[config.mk]
export PLATFORM = sky130hd
export DESIGN_NAME = cache_controller
export DESIGN_NICKNAME = d
export VERILOG_FILES = /design/src/rtl/cache_controller.sv
export SDC_FILE = /design/constraint.sdc
export NUM_CORES = 1
export LEC_CHECK = 0
export CORE_AREA = 5 5 136 138
export CTS_CLUSTER_DIAMETER = 200
export CTS_CLUSTER_SIZE = 20
export DETAILED_ROUTE_END_ITERATION = 12
export DIE_AREA = 0 0 141 143
export MAX_ROUTING_LAYER = met4
export PLACE_DENSITY = 0.8
export SLEW_MARGIN = 20
export SYNTH_ARGS = -nofsm -noshare
export SYNTH_HDL_FRONTEND = slang
export SYNTH_SLANG_ARGS = --single-unit
[constraint.sdc]
create_clock -name clk -period 4.7 [get_ports clk]
set_clock_uncertainty 0.15 [all_clocks]
set_input_delay 0.47 -clock clk [delete_from_list [all_inputs] [get_ports clk]]
set_output_delay 0.47 -clock clk [all_outputs]
set_load 0.02 [all_outputs]
[src/rtl/cache_controller.sv]
// cache_controller: sequences one CPU load/store through a cache lookup,
// a memory read plus cache fill on a load miss, and a write-through to memory
// on every store (no write allocate).
// Optional hit/miss statistics counters are enabled by defining CACHE_STATS_EN;
// without it hit_count/miss_count read as zero and no counter flops exist.
//
// state   | meaning
// IDLE    | waiting for cpu_req, operands latched on acceptance
// LOOKUP  | cache_hit/cache_rdata sampled, store hit updates the cache
// MEM_RD  | memory read outstanding after a load miss
// FILL    | one-cycle strobe of fetched word into the cache
// MEM_WR  | write-through to memory outstanding
// RESPOND | one-cycle cpu_ready pulse
module cache_controller #(
    parameter int DATA_WIDTH = 32,
    parameter int ADDR_WIDTH = 32
) (
    input  logic                  clk,
    input  logic                  rst_n,
    input  logic                  cpu_req,
    input  logic                  cpu_we,
    input  logic [ADDR_WIDTH-1:0] cpu_addr,
    input  logic [DATA_WIDTH-1:0] cpu_wdata,
    output logic                  cpu_ready,
    output logic [DATA_WIDTH-1:0] cpu_rdata,
    output logic [ADDR_WIDTH-1:0] cache_addr,
    input  logic                  cache_hit,
    input  logic [DATA_WIDTH-1:0] cache_rdata,
    output logic                  cache_we,
    output logic [DATA_WIDTH-1:0] cache_wdata,
    output logic                  mem_req,
    output logic                  mem_we,
    output logic [ADDR_WIDTH-1:0] mem_addr,
    output logic [DATA_WIDTH-1:0] mem_wdata,
    input  logic                  mem_ack,
    input  logic [DATA_WIDTH-1:0] mem_rdata,
    output logic [31:0]           hit_count,
    output logic [31:0]           miss_count
);

    typedef enum logic [2:0] {
        IDLE    = 3'd0,
        LOOKUP  = 3'd1,
        MEM_RD  = 3'd2,
        FILL    = 3'd3,
        MEM_WR  = 3'd4,
        RESPOND = 3'd5
    } state_t;

    state_t                state, state_nxt;
    logic [ADDR_WIDTH-1:0] addr_q;
    logic [DATA_WIDTH-1:0] wdata_q;
    logic [DATA_WIDTH-1:0] rdata_q;
    logic                  we_q;

    // State register; reset drops every FSM-derived output at once.
    always_ff @(posedge clk or negedge rst_n) begin
        if (!rst_n) state <= IDLE;
        else        state <= state_nxt;
    end

    // Operand capture in IDLE, so a request that drops early still completes.
    always_ff @(posedge clk or negedge rst_n) begin
        if (!rst_n) begin
            addr_q  <= '0;
            wdata_q <= '0;
            we_q    <= 1'b0;
        end else if (state == IDLE && cpu_req) begin
            addr_q  <= cpu_addr;
            wdata_q <= cpu_wdata;
            we_q    <= cpu_we;
        end
    end

    // Load result: hit data from the lookup or fetched data from memory.
    always_ff @(posedge clk or negedge rst_n) begin
        if (!rst_n) begin
            rdata_q <= '0;
        end else if (state == LOOKUP && !we_q && cache_hit) begin
            rdata_q <= cache_rdata;
        end else if (state == MEM_RD && mem_ack) begin
            rdata_q <= mem_rdata;
        end
    end

    // Next-state and strobe decode; mem_ack only matters in the memory states.
    always_comb begin
        state_nxt   = state;
        cpu_ready   = 1'b0;
        cache_we    = 1'b0;
        cache_wdata = '0;
        mem_req     = 1'b0;
        mem_we      = 1'b0;
        case (state)
            IDLE: begin
                if (cpu_req) state_nxt = LOOKUP;
            end
            LOOKUP: begin
                if (we_q) begin
                    if (cache_hit) begin
                        cache_we    = 1'b1;
                        cache_wdata = wdata_q;
                    end
                    state_nxt = MEM_WR;
                end else begin
                    state_nxt = cache_hit ? RESPOND : MEM_RD;
                end
            end
            MEM_RD: begin
                mem_req = 1'b1;
                if (mem_ack) state_nxt = FILL;
            end
            FILL: begin
                cache_we    = 1'b1;
                cache_wdata = rdata_q;
                state_nxt   = RESPOND;
            end
            MEM_WR: begin
                mem_req = 1'b1;
                mem_we  = 1'b1;
                if (mem_ack) state_nxt = RESPOND;
            end
            RESPOND: begin
                cpu_ready = 1'b1;
                state_nxt = IDLE;
            end
            default: state_nxt = IDLE;
        endcase
    end

    assign cpu_rdata  = rdata_q;
    assign cache_addr = addr_q;
    assign mem_addr   = addr_q;
    assign mem_wdata  = wdata_q;

`ifdef CACHE_STATS_EN
    logic [31:0] hit_q;
    logic [31:0] miss_q;

    // One count per lookup, wrapping naturally at 2^32.
    always_ff @(posedge clk or negedge rst_n) begin
        if (!rst_n) begin
            hit_q  <= '0;
            miss_q <= '0;
        end else if (state == LOOKUP) begin
            if (cache_hit) hit_q  <= hit_q + 32'd1;
            else           miss_q <= miss_q + 32'd1;
        end
    end

    assign hit_count  = hit_q;
    assign miss_count = miss_q;
`else
    assign hit_count  = '0;
    assign miss_count = '0;
`endif

endmodule

# ---- Word-level counts from Yosys, hierarchy flattened
# Cells that the tools add are included.
dict set report totals {
  ff_bits 100
  input_bits 134
  out_inout_bits 228
  elab_cells 39
}
dict set report op_classes {
  eq_ne 8
  n_mux 17
  reduce_logical 9
}
# cell n
set ops {}
lappend ops {{32-bit two-way mux} 4}
lappend ops {{32-bit case mux with 2 select lines} 1}
lappend ops {{3-bit two-way mux} 5}
lappend ops {{3-bit case mux with 5 select lines} 1}
lappend ops {{3-bit by 2-bit == test with 1-bit output, second input constant} 2}
lappend ops {{3-bit == test, second input constant} 2}
lappend ops {{2-bit inequality test, second input constant} 3}
lappend ops {{1-bit two-way mux} 5}
lappend ops {{1-bit logical AND} 4}
lappend ops {{3-bit by 1-bit == test with 1-bit output, second input constant} 1}
lappend ops {{3-bit logical NOT} 1}
lappend ops {{3-bit AND reduction} 1}
lappend ops {{1-bit case mux with 2 select lines} 1}
lappend ops {{2-bit nonzero test} 1}
lappend ops {{2-bit OR reduction} 1}
lappend ops {{1-bit logical NOT} 1}

# ---- Logic depth before layout (Yosys ltp)
# Gate-level depths: netlist of run 1.
dict set report logic_depth {
  depth_word 4
  mapped_depth 7
  ltp_nobuf 4
}

# ---- Worst setup path before layout of run 1
# OpenSTA, ideal clock, no wires.
dict set report synth_path {
  path_kind {input to output}
  startpoint {input port cache_hit}
  endpoint {output port cache_wdata[0]}
  arrival_time_ns 1.582
  required_time_ns 4.080
  setup_slack_ns 2.498
  path_stages 4
  cell_sequence {nand2_1 > nor4b_2 > clkbuf_1 > a22o_1}
}
dict set report synth_between {
  elab_chain_cells 3
}
# item line
set synth_lines {}
lappend synth_lines {{from (decl)} 27} ;# input logic cache_hit,
lappend synth_lines {{32-bit two-way mux} 100} ;# if (cache_hit) begin
lappend synth_lines {{32-bit two-way mux} 99} ;# if (we_q) begin
lappend synth_lines {{32-bit case mux with 2 select lines} 94} ;# case (state)
lappend synth_lines {{to (decl)} 30} ;# output logic [DATA_WIDTH-1:0] cache_wdata,
# No other way between the ends.

# ---- Worst setup path in the final report of run 1
dict set report layout_path {
  startpoint {register state[1]}
  endpoint {output port cache_wdata[16]}
}
dict set report layout_between {
  elab_chain_cells 2
}
# item line
set layout_lines {}
lappend layout_lines {{from (decl)} 50} ;# state_t state, state_nxt;
lappend layout_lines {{from (signal assigned)} 59} ;# else state <= state_nxt;
lappend layout_lines {{3-bit by 2-bit == test with 1-bit output or 3-bit by 1-bit == test with 1-bit output (tied branches)} 94}
lappend layout_lines {{32-bit case mux with 2 select lines *} 94}
# Every way passes the cells marked *; elsewhere a longest branch is shown, timed or not.

==> results.txt, run 1 <==
total track usage -> 0.1616
worst-path maximum fanout -> 33
MaxCap Viol Count -> 0
post-CTS sizing -> 0
fmax -> 291.0 MHz
CP cell instances -> nand2b_1, nor2_4, a22o_1, clkdlybuf4s50_1
predominant post-synthesis flop cell -> dfrtp_1
kind of critical path -> flip-flop to output port
Die W -> 141 um
Detailed Routing Iterations Pass 1 -> 4
async set or reset register ratio after synthesis -> 1.000
commonest non-fill, non-tap cell in the layout -> clkdlybuf4s50_1
final hold vios -> 0
CP delay by family, top -> simple AND/OR/NAND/NOR gates
CP required -> 4080 ps
syn_area_per_cell -> 11.90 um^2
Vias -> 4074
post-layout power -> 5.838 mW
register area share after synthesis -> 0.4769
CORE AREA -> 17060 um^2
Cells after Synth -> 441
EDFF count, synth -> 0
Final ANT Viol Nets -> 0
Period minus WS final -> 3437 ps
die height -> 143 um
Slew headroom -> 0.3290
crit path capture type -> output port
Initial Util -> 0.3077
final WL -> 16420 um
commonest cells after routing, fill and taps aside -> clkdlybuf4s50_1 (296), dfrtp_1 (100), conb_1 (64)
CTS sink cnt -> 100
# setup viols final -> 0
ant diodes -> 0
Peak VDD IR -> 0.0003774 V
root buffer cell -> clkbuf_16
# IOs -> 362
share of layout cells above drive strength 1 -> 0.1453
die footprint -> 20160 um^2
Std-Cell Rows -> 48
number of hold buffers added after CTS -> 0
RSZ-0062 raised after global routing -> no
Yosys cell types -> 25
Worst setup SP type -> flip-flop
setup_tns -> 0 ps
HP Class -> input pin to async pin
PortBufs -> 297
Reg clk slew, reported paths -> 80 ps
H-tree depth -> 3
vias in the first global route -> 4252
Final Slew Violations -> 0
CTS Buf Count -> 9
synth warn -> 0
post-CTS setup buffers -> 0
Non-Filler Instances -> 927
area of the mapped netlist -> 5248 um^2
synthesis-to-layout area growth -> 57.44%
vias per cell -> 4.395
Routability Congestion -> 0.8042
Pleak -> 3.295 nW
largest net degree at the start of global routing -> 66
CP bufs+invs -> 1
outcome -> finished, final reports clean
Finished Core Util -> 0.4844
clk_lat worst skew -> 340 ps
Power Dens Cells -> 706.6 nW/um^2
placed cells -> 911
initial antenna violation count -> 0
GR Overflow Total -> 0
wire length of the first global-routing pass -> 24360 um
average wire per standard cell -> 17.72 um
Slew @ Worst Pin -> 1004 ps
Clock Path Buffers -> 2
fin nets -> 831
Iter 0 DRT Violations -> 76
post-synthesis register bit count -> 100
CP max-delay cell -> nor2_4
CP peak stage delay -> 760 ps
DP Wirelength -> 12820 um
Final Cycle Share -> 0.7312
worst path arrival time -> 2820 ps
CTS tree -> done
DRC -> 0
==> power breakdown <==
part	switching [mW]	total [mW]	internal [mW]
registers	0.443	1.75	1.31
clock network	0.352	0.790	0.438
logic	1.62	3.30	1.68
total	2.42	5.84	3.42
==> flip-flops by register name, indices dropped and copies added, names as in the netlist <==
name / count
cache_addr: 32
we_q: 1
mem_wdata: 32
cpu_rdata: 32
state: 3
==> cells in the mapped netlist (2+ instances only) <==
cell type  instances  area, um^2
buf_4            101       758.2
dfrtp_1          100        2502
mux2_2            51       574.3
nor2_1            35       131.4
mux2i_1           33       330.3
a22o_1            32       280.3
a21oi_2           20       175.2
mux2_1            14       157.7
a21oi_1           12       60.06
clkbuf_1           9       33.78
buf_2              6       30.03
buf_6              5       56.30
nand2_1            4       15.01
nand2b_1           4       25.02
o21ai_0            3       15.01
nor3_1             2       10.01
o22ai_1            2       12.51
==> final cells by class <==
| cell class | count | area (um^2) |
|---|---|---|
| fillers | 1554 | 8795 |
| multi-input cells | 282 | 2132 |
| clock inverters | 6 | 75.07 |
| repair buffers | 303 | 3028 |
| clock buffers | 10 | 239.0 |
| inverters | 1 | 3.754 |
| flip-flops and latches | 100 | 2502 |
| well taps | 225 | 281.5 |
==> worst register-to-register path, cell delays in order, from the launching register on <==
cell	delay (ps)
dfrtp_1	560
nand2_1	240
nor4_4	250
buf_4	510
mux2i_1	440
a21oi_1	110
==> per-layer routing <==
| layer | global-route usage | vias up | share of wire |
|---|---|---|---|
| met1 | 0.1888 | 1966 | 0.40 |
| met5 | - | - | 0 |
| met2 | 0.2825 | 207 | 0.52 |
| met3 | 0.02981 | 20 | 0.062 |
| li1 | - | 1881 | - |
| met4 | 0.05150 | 0 | 0.016 |
==> cell families (layout without fill, tap and decap cells) <==
| logic type | after synthesis | in the layout | synth area share |
|---|---|---|---|
| AOI/OAI and AO/OA | 70 | 70 | 0.1056 |
| buffers and inverters | 122 | 320 | 0.1681 |
| DFF | 100 | 100 | 0.4769 |
| muxes | 98 | 98 | 0.2024 |
| other | 1 | 64 | 0.0007146 |
| and+or+nand+nor | 50 | 50 | 0.04626 |
==> path summary, 6_finish.rpt <==
kind,from,to,slack (ps),cells past startpoint
max,state[1]$_DFFE_PN0P_,cache_wdata[16],1260,4
min,rst_n,cache_addr[5]$_DFFE_PN0P_,60,1
max reg2reg,state[0]$_DFFE_PN0P_,cpu_rdata[31]$_DFFE_PN0P_,2290,5
min reg2reg,cache_addr[26]$_DFFE_PN0P_,cache_addr[26]$_DFFE_PN0P_,360,1
max in group asynchronous,rst_n,cpu_rdata[25]$_DFFE_PN0P_,3290,2
min in group clk,cache_addr[26]$_DFFE_PN0P_,cache_addr[26]$_DFFE_PN0P_,360,1
==> metrics by stage <==
stage	hold slack (ps)	cell area, um^2	setup slack (ps)
5_1_grt	134.1	8262	1061
4_1_cts	92.24	8262	1216
3_5_place_dp	347.1	7948	1500
2_1_floorplan	24.41	5484	2498
6_report	61.34	8262	1263
3_3_place_gp	341.6	7948	1553
No activity file was read; power rests on OpenSTA's default activity.
==> run 2, diff against run 1 <==
==> constraint.sdc (replaced) <==
create_clock -name clk -period 3.4 [get_ports clk]
set_clock_uncertainty 0.15 [all_clocks]
set_input_delay 0.34 -clock clk [delete_from_list [all_inputs] [get_ports clk]]
set_output_delay 0.34 -clock clk [all_outputs]
set_load 0.02 [all_outputs]
==> run 2 against run 1 <==
Cell area up 0.55%. Sequential power rose by 38%. Core utilization is 0.26 points higher. Highest routed layer unchanged.
==> results.txt, run 2 (synthesis gave the netlist of run 1 again) <==
vias in the first global route -> 4289
Clock Path Buffers -> 2
H-tree depth -> 3
DRC -> 0
Hold Path Depth -> 1
final hold vios -> 0
# setup viols final -> 0
R2R Setup Slk -> 1250 ps
die footprint -> 20160 um^2
DP Wirelength -> 12640 um
CTS sink cnt -> 100
CP required -> 2910 ps
Slew @ Worst Pin -> 757.0 ps
Slew headroom -> 0.4953
die height -> 143 um
Die W -> 141 um
WHS Endpoint -> cache_addr[3]$_DFFE_PN0P_
commonest cells after routing, fill and taps aside -> clkdlybuf4s50_1 (296), dfrtp_1 (100), conb_1 (64)
Peak VDD IR -> 0.0005480 V
largest net degree at the start of global routing -> 66
initial antenna violation count -> 0
Pleak -> 3.303 nW
Initial Util -> 0.3077
total track usage -> 0.1616
Routability Congestion -> 0.7963
worst path arrival time -> 2580 ps
hold_sp -> cache_addr[3]$_DFFE_PN0P_
crit path capture type -> output port
kind of critical path -> flip-flop to output port
share of layout cells above drive strength 1 -> 0.1422
PortBufs -> 297
Reg clk slew, reported paths -> 70 ps
ant diodes -> 0
fin nets -> 832
CTS Buf Count -> 9
post-CTS setup buffers -> 0
worst reg2reg path depth -> 5
worst-path maximum fanout -> 31
average wire per standard cell -> 17.61 um
MaxCap Viol Count -> 0
Vias -> 4076
Worst setup SP type -> flip-flop
clk_lat worst skew -> 340 ps
Power Dens Cells -> 969.3 nW/um^2
RSZ-0062 raised after global routing -> no
Std-Cell Rows -> 48
final WL -> 16350 um
Final Slew Violations -> 0
root buffer cell -> clkbuf_16
HP Class -> flip-flop to flip-flop
GR Overflow Total -> 0
outcome -> finished, final reports clean
CORE AREA -> 17060 um^2
setup_tns -> 0 ps
Finished Core Util -> 0.4870
Period minus WS final -> 3068 ps
fmax -> 326.0 MHz
r2r startpoint -> state[0]$_DFFE_PN0P_
synthesis-to-layout area growth -> 58.30%
CTS tree -> done
wire length of the first global-routing pass -> 24370 um
Final Cycle Share -> 0.9022
Iter 0 DRT Violations -> 107
reg2reg end -> cpu_rdata[5]$_DFFE_PN0P_
# IOs -> 362
vias per cell -> 4.392
Final ANT Viol Nets -> 0
commonest non-fill, non-tap cell in the layout -> clkdlybuf4s50_1
Detailed Routing Iterations Pass 1 -> 4
-- run 2: power breakdown --
| part | switching (mW) | leakage [nW] | internal, mW |
|---|---|---|---|
| clock | 0.472 | 0.143 | 0.583 |
| sequential | 0.608 | 1.16 | 1.81 |
| combinational | 2.24 | 2.00 | 2.34 |
-- run 2: routing by layer --
metal / GRT usage / wire [um] / vias up
met5: - / 0 / -
li1: - / - / 1886
met1: 0.1810 / 6298 / 1967
met3: 0.04186 / 1128 / 19
met4: 0.04539 / 284 / 0
met2: 0.2858 / 8634 / 204
-- run 2: how the worst max path moves through the flow --
| stage | from | to | slack [ps] | cells past startpoint |
|---|---|---|---|---|
| floorplan | state[2]$_DFFE_PN0P_ | cache_wdata[0] | 1420 | 4 |
| CTS | state[0]$_DFFE_PN0P_ | cache_wdata[24] | 310 | 5 |
| global route | state[1]$_DFFE_PN0P_ | cache_wdata[24] | 170 | 5 |
| detailed placement | cache_hit | cache_wdata[18] | 440 | 6 |
| finish | state[1]$_DFFE_PN0P_ | cache_wdata[14] | 330 | 5 |
| global placement | cache_hit | cache_wdata[15] | 490 | 6 |
-- run 2: cell type report --
class | instances | area, um^2
clock inverters | 5 | 66.31
inverters | 1 | 3.754
multi-input cells | 282 | 2132
clock buffers | 11 | 232.7
flip-flops and latches | 100 | 2502
well taps | 225 | 281.5
repair buffers | 304 | 3088
fillers | 1548 | 8750
-- run 2: critical path: stages (launching register included) --
cell	delay (ps)
dfrtp_1	630
nand2b_1	200
nor2_4	160
buf_4	400
a22o_1	210
clkdlybuf4s50_1	610
-- run 2: per-stage QoR --
step                power [mW]  hold WS (ps)  area (um^2)  instances  setup slack [ps]
floorplan                5.036        -105.6         5484        504              1416
global placement         7.016         307.0         7998        911             485.4
detailed placement       7.083         306.0         7998        911             438.8
CTS                      8.181         375.1         8307        928             308.8
global route             8.498         396.5         8307        928             165.2
finish                   8.052         370.3         8307        928             332.5
-- run 2: timing repair --
action | 4_1_cts | 5_1_grt
hold buffers | 1 | 0
resized for setup | 0 | 0
endpoints found under the hold margin | 56 | 0
setup endpoints to repair | 0 | 0
